## src/rtl/piso_reader_if.sv

```systemverilog
// Load/serial handshake bundle for piso_reader.
// The master side drives the word and flow control; the slave side is the serializer.
interface piso_reader_if #(
    parameter int WIDTH = 4
);
    logic [WIDTH-1:0] d;
    logic             load_valid;
    logic             load_ready;
    logic             shift_en;
    logic             sout;
    logic             sout_valid;
    logic             sof;
    logic             eof;
    logic             done;
    logic             busy;

    modport master (
        output d, load_valid, shift_en,
        input  load_ready, sout, sout_valid, sof, eof, done, busy
    );

    modport slave (
        input  d, load_valid, shift_en,
        output load_ready, sout, sout_valid, sof, eof, done, busy
    );
endinterface

```

## src/rtl/piso_reader.sv

```systemverilog
// Parallel-in serial-out reader: loads a word over valid/ready, then shifts it out
// one bit per shift_en cycle with start/end markers, a done pulse and an optional idle gap.
module piso_reader #(
    parameter int WIDTH      = 4,
    parameter bit MSB_FIRST  = 1'b1,
    parameter int GAP_CYCLES = 0
) (
    input  logic           clk,
    input  logic           clr,
    piso_reader_if.slave   bus
);
    localparam int                 CNT_W    = $clog2(WIDTH);
    localparam logic [CNT_W-1:0]   CNT_LAST = CNT_W'(WIDTH - 1);
    localparam logic [3:0]         GAP_LAST = 4'(GAP_CYCLES - 1);

    typedef enum logic [1:0] {
        IDLE  = 2'd0,
        SHIFT = 2'd1,
        GAP   = 2'd2
    } state_t;

    state_t             state_q, state_d;
    logic [WIDTH-1:0]   sreg_q, sreg_d;
    logic [CNT_W-1:0]   cnt_q, cnt_d;
    logic [3:0]         gap_q, gap_d;
    logic               done_q, done_d;
    logic [WIDTH-1:0]   sreg_shifted;
    logic               in_shift;

    // Advance toward the output end with zero fill.
    assign sreg_shifted = MSB_FIRST ? {sreg_q[WIDTH-2:0], 1'b0}
                                    : {1'b0, sreg_q[WIDTH-1:1]};

    always_comb begin
        state_d = state_q;
        sreg_d  = sreg_q;
        cnt_d   = cnt_q;
        gap_d   = gap_q;
        done_d  = 1'b0;
        case (state_q)
            IDLE: begin
                if (bus.load_valid) begin
                    sreg_d  = bus.d;
                    cnt_d   = '0;
                    state_d = SHIFT;
                end
            end
            SHIFT: begin
                if (bus.shift_en) begin
                    if (cnt_q == CNT_LAST) begin
                        done_d = 1'b1;
                        cnt_d  = '0;
                        if (GAP_CYCLES > 0) begin
                            gap_d   = '0;
                            state_d = GAP;
                        end else begin
                            state_d = IDLE;
                        end
                    end else begin
                        sreg_d = sreg_shifted;
                        cnt_d  = cnt_q + CNT_W'(1);
                    end
                end
            end
            GAP: begin
                if (gap_q == GAP_LAST) begin
                    state_d = IDLE;
                end else begin
                    gap_d = gap_q + 4'(1);
                end
            end
            default: state_d = IDLE;
        endcase
    end

    always_ff @(posedge clk) begin
        if (clr) begin
            state_q <= IDLE;
            sreg_q  <= '0;
            cnt_q   <= '0;
            gap_q   <= '0;
            done_q  <= 1'b0;
        end else begin
            state_q <= state_d;
            sreg_q  <= sreg_d;
            cnt_q   <= cnt_d;
            gap_q   <= gap_d;
            done_q  <= done_d;
        end
    end

    // Serial outputs are decoded from registered state, so they are valid the cycle after capture.
    assign in_shift       = (state_q == SHIFT);
    assign bus.sout       = in_shift & (MSB_FIRST ? sreg_q[WIDTH-1] : sreg_q[0]);
    assign bus.sout_valid = in_shift;
    assign bus.sof        = in_shift && (cnt_q == '0);
    assign bus.eof        = in_shift && (cnt_q == CNT_LAST);
    assign bus.done       = done_q;
    assign bus.busy       = (state_q != IDLE);
    assign bus.load_ready = (state_q == IDLE) && !clr;
endmodule
```

## src/flat_wrapper.sv

```systemverilog
// flat-port wrapper written by rule: the top's interface ports become plain ports
module piso_reader_flat 
#(
    parameter int WIDTH      = 4,
    parameter bit MSB_FIRST  = 1'b1,
    parameter int GAP_CYCLES = 0
)
  (clk, clr, bus_d, bus_load_valid, bus_shift_en, bus_load_ready, bus_sout, bus_sout_valid, bus_sof, bus_eof, bus_done, bus_busy);
  piso_reader_if #(.WIDTH(WIDTH)) bus_i ();
  input  logic clk;
  input  logic clr;
  input wire logic [$bits(bus_i.d)-1:0] bus_d;
  input wire logic [$bits(bus_i.load_valid)-1:0] bus_load_valid;
  input wire logic [$bits(bus_i.shift_en)-1:0] bus_shift_en;
  output wire logic [$bits(bus_i.load_ready)-1:0] bus_load_ready;
  output wire logic [$bits(bus_i.sout)-1:0] bus_sout;
  output wire logic [$bits(bus_i.sout_valid)-1:0] bus_sout_valid;
  output wire logic [$bits(bus_i.sof)-1:0] bus_sof;
  output wire logic [$bits(bus_i.eof)-1:0] bus_eof;
  output wire logic [$bits(bus_i.done)-1:0] bus_done;
  output wire logic [$bits(bus_i.busy)-1:0] bus_busy;
  assign bus_i.d = bus_d;
  assign bus_i.load_valid = bus_load_valid;
  assign bus_i.shift_en = bus_shift_en;
  assign bus_load_ready = bus_i.load_ready;
  assign bus_sout = bus_i.sout;
  assign bus_sout_valid = bus_i.sout_valid;
  assign bus_sof = bus_i.sof;
  assign bus_eof = bus_i.eof;
  assign bus_done = bus_i.done;
  assign bus_busy = bus_i.busy;
  piso_reader #(.WIDTH(WIDTH), .MSB_FIRST(MSB_FIRST), .GAP_CYCLES(GAP_CYCLES)) u_core (.clk(clk), .clr(clr), .bus(bus_i));
endmodule
```

## config.mk

```make
export PLATFORM = sky130hd
export DESIGN_NAME = piso_reader_flat
export DESIGN_NICKNAME = d
export VERILOG_FILES = /design/src/rtl/piso_reader_if.sv /design/src/rtl/piso_reader.sv /design/src/flat_wrapper.sv
export SDC_FILE = /design/constraint.sdc
export NUM_CORES = 1
export LEC_CHECK = 0
export ABC_CLOCK_PERIOD_IN_PS = 1150
export CELL_PAD_IN_SITES_DETAIL_PLACEMENT = 1
export CELL_PAD_IN_SITES_GLOBAL_PLACEMENT = 2
export CORE_MARGIN = 3
export CORE_UTILIZATION = 24
export CTS_BUF_LIST = sky130_fd_sc_hd__clkbuf_4
export DETAILED_ROUTE_END_ITERATION = 16
export PLACE_DENSITY_LB_ADDON = 0.3
export SLEW_MARGIN = 10
export SYNTH_ARGS = -nofsm -noshare
export SYNTH_HDL_FRONTEND = slang
export SYNTH_SLANG_ARGS = --single-unit
```

## constraint.sdc

```tcl
create_clock -name clk -period 1.15 [get_ports clk]
set_input_delay 0.2875 -clock clk [delete_from_list [all_inputs] [get_ports clk]]
set_output_delay 0.2875 -clock clk [all_outputs]
set_load 0.05 [all_outputs]
```

==> out/metrics.cfg <==
[cts]
cts_hold_buf = 0
numClockSinks = 8
cts_buffers = 3
clk_pin_slew_ns = 0.06
clk_path_buf_depth = 2
clk_latency_ns = 0.26
cts-root-buf = clkbuf_4
cts_htree_levels = 1
cts_tree = built

[sta]
fmax_ghz = 0.7218
hold_viol = 0
whs_ns = 0.4927
slew_headroom_pct = 79.82
slew_viol_final = 0
tightest_slew_ns = 0.3018
fin_crit_sh_pct = 120.5
setup_ws_ns = -0.2355
finClkSkew_ns = 0.005446
rsz0062_at_grt = true
period_needed_ns = 1.385
finalSetupViolCount = 11

[setup_path]
timing.critical_path.required_ns = 0.86
cpPeakStageDelay_ns = 0.36
ff2ff_path_depth = 5
cp_slowest_cell = dfxtp_2
critPathMaxFanout = 4
end_kind = output pin
setup.worst_path.start_class = flop
crit_type = flop to output pin
r2r-end = u_core.sreg_q[1]$_SDFFE_PP0P_
cp_cell_sequence = inv_2 > ha_2 > and2_4 > buf_12
r2r_start = u_core.cnt_q[1]$_SDFFE_PP0P_
arrival_ns = 1.10
rrSetupSlack_ns = -0.05

[drt]
drc = 0
wire_per_inst_um = 12.58
avgViaCountPerCell = 4.559
wirelength_um = 1283
vias = 465
first_iter_violations = 17
ant_nets = 0
drt_pre_antenna_iters = 4

[synthesis]
seq_area_frac_synth_pct = 35.16
yosysWarningCount = 0
syn_nets = 60
yosysTopAreaCellShare_pct = 35.16
ys_seq_elements = 8
synth.distinct_cells = 21
synth_area_leader_cell = dfxtp_1
syn-cell-area_sq_um = 455.4
synth_cells = 49
syn_avg_cell_area_sq_um = 9.295
synthTopCellsByArea = dfxtp_1, a211oi_1, mux2i_1

[placed_design]
place_ws_ns = -0.3083
dp_hpwl_um = 776.6
placed_cells = 87
port_buffers = 14
gp_congestion = 0.7223

[global_routing]
first_global_vias = 434
grt_max_degree = 10
grt_overflow_total = 0
grt_pass1_wl_um = 2028
grt_usage_pct = 11.21
antenna_found_initial = 0

[outcome]
status = complete, but fails checks
violations = setup timing

[min_path]
hold_start = u_core.sreg_q[0]$_SDFFE_PP0P_
hp-class = flop to flop
whs_path_depth = 2
whs_endpoint = u_core.sreg_q[0]$_SDFFE_PP0P_

[pwr]
p_switching_mw = 0.2511
clockPowerShare_pct = 31.9
p_per_area_nw_per_um2 = 962.9
p_seq_share_pct = 35.8
power.internal_mw = 0.6055
power_leakage_nw = 0.3606
p_sw_share_pct = 29.31
ir_worst_vdd_mv = 0.4333
pwr-share-comb_pct = 32.3

[floorplanning]
io_pins = 15
start_util_pct = 25.82
dieArea_sq_um = 2456
die_h_um = 49.56
die_w_um = 49.56
fp-row-count = 15
core_sq_um = 1764

[layout]
nNetsFinal = 89
antenna_cells = 0
drive_gt1_share_pct = 55.84
syn2layout_area_growth_pct = 95.33
final_cells = 102

[run]
cap_violations = 0

==> cells in the mapped netlist <==
master / number
a21oi_1: 1
mux2i_1: 4
and4b_2: 1
nor2_1: 3
a31oi_1: 1
buf_4: 2
nor2b_1: 3
a311oi_1: 1
and2_1: 3
nand3_1: 1
inv_1: 2
nand2_1: 2
nand3b_1: 2
a211oi_1: 6
nand2b_2: 1
ha_1: 3
clkbuf_1: 1
buf_6: 1
a32oi_1: 1
dfxtp_1: 8
buf_2: 2
==> through the flow <==
step / util [%] / instance area, sq um / setup TNS (ns) / power [mW]
after floorplan: - / 486.7 / -0.2781 / 0.4376
after global placement: 40.57 / 715.7 / -1.836 / 0.5247
after detailed placement: 40.57 / 715.7 / -2.007 / 0.5280
after CTS: 47.45 / 837.1 / -1.170 / 0.8430
after global routing: 50.43 / 889.6 / -1.862 / 0.9117
final: 50.43 / 889.6 / -1.171 / 0.8566
==> cells by family (layout without fill, tap and decap cells) <==
logic type | count (synthesis) | in the layout | synth area share (%)
buf+inv | 8 | 36 | 10.44
compound gates | 10 | 10 | 16.21
mux | 4 | 4 | 8.792
fa+ha+maj | 3 | 3 | 8.243
flops | 8 | 8 | 35.16
simple gates | 16 | 16 | 21.15
==> power groups by stage <==
stage | registers, mW | logic (mW) | clock network (mW)
2_1_floorplan | 0.317 | 0.121 | 0
3_3_place_gp | 0.323 | 0.202 | 0
3_5_place_dp | 0.323 | 0.205 | 0
4_1_cts | 0.308 | 0.253 | 0.282
5_1_grt | 0.311 | 0.293 | 0.308
6_report | 0.307 | 0.277 | 0.273
==> cells in the final DEF (no fill, tap or decap), drive strengths merged, types with 3 or more instances in the layout <==
cell / n
nor2: 3
mux2i: 4
a211oi: 6
ha: 3
clkdlybuf4s50: 6
clkbuf: 4
buf: 23
nor2b: 3
and2: 3
dfxtp: 8
==> worst max-delay path, delay by kind of cell, from the launching register on <==
kind / cells / cell delay, ns
fa+ha+maj: 1 / 0.16
flops: 1 / 0.36
simple gates: 1 / 0.13
buf+inv: 2 / 0.18
==> worst max-delay path by stage <==
stage	startpoint	end	slack, ns	cells after the start
after floorplan	u_core.state_q[0]$_SDFFE_PP0P_	bus_eof	-0.07	3
after global placement	bus_load_valid	u_core.sreg_q[2]$_SDFFE_PP0P_	-0.24	5
after detailed placement	bus_load_valid	u_core.sreg_q[3]$_SDFFE_PP0P_	-0.31	5
after CTS	u_core.cnt_q[0]$_SDFFE_PP0P_	bus_sof	-0.25	4
after global routing	u_core.cnt_q[1]$_SDFFE_PP0P_	bus_sof	-0.29	4
final	u_core.cnt_q[1]$_SDFFE_PP0P_	bus_sof	-0.24	4
==> state kept, by name, summed over array words and instances, names as in the netlist <==
name,count
u_core.cnt_q,2
u_core.state_q,1
u_core.bus.done,1
u_core.sreg_q,4
==> cell type report <==
type / instances / area (sq um)
multi-input cells: 33 / 291.5
fillers: 199 / 874.6
clock buffers: 4 / 30.03
repair buffers: 30 / 360.3
well taps: 25 / 31.28
inverters: 2 / 7.507
flip-flops and latches: 8 / 168.9
==> layer usage <==
metal	track usage, %	share of wire, %	up-vias
met4	6.912	0.94	0
met5	0	0	-
li1	-	-	226
met3	3.927	5.8	2
met1	13.24	42	221
met2	17.18	52	16
==> what timing repair did <==
action,in CTS,in global routing
setup buffers,8,4
endpoints found under the setup margin,10,11
gates cloned,0,0
gates resized for setup,14,5
pin swaps,3,2
Note: power is estimated with default switching activity, not from simulation.
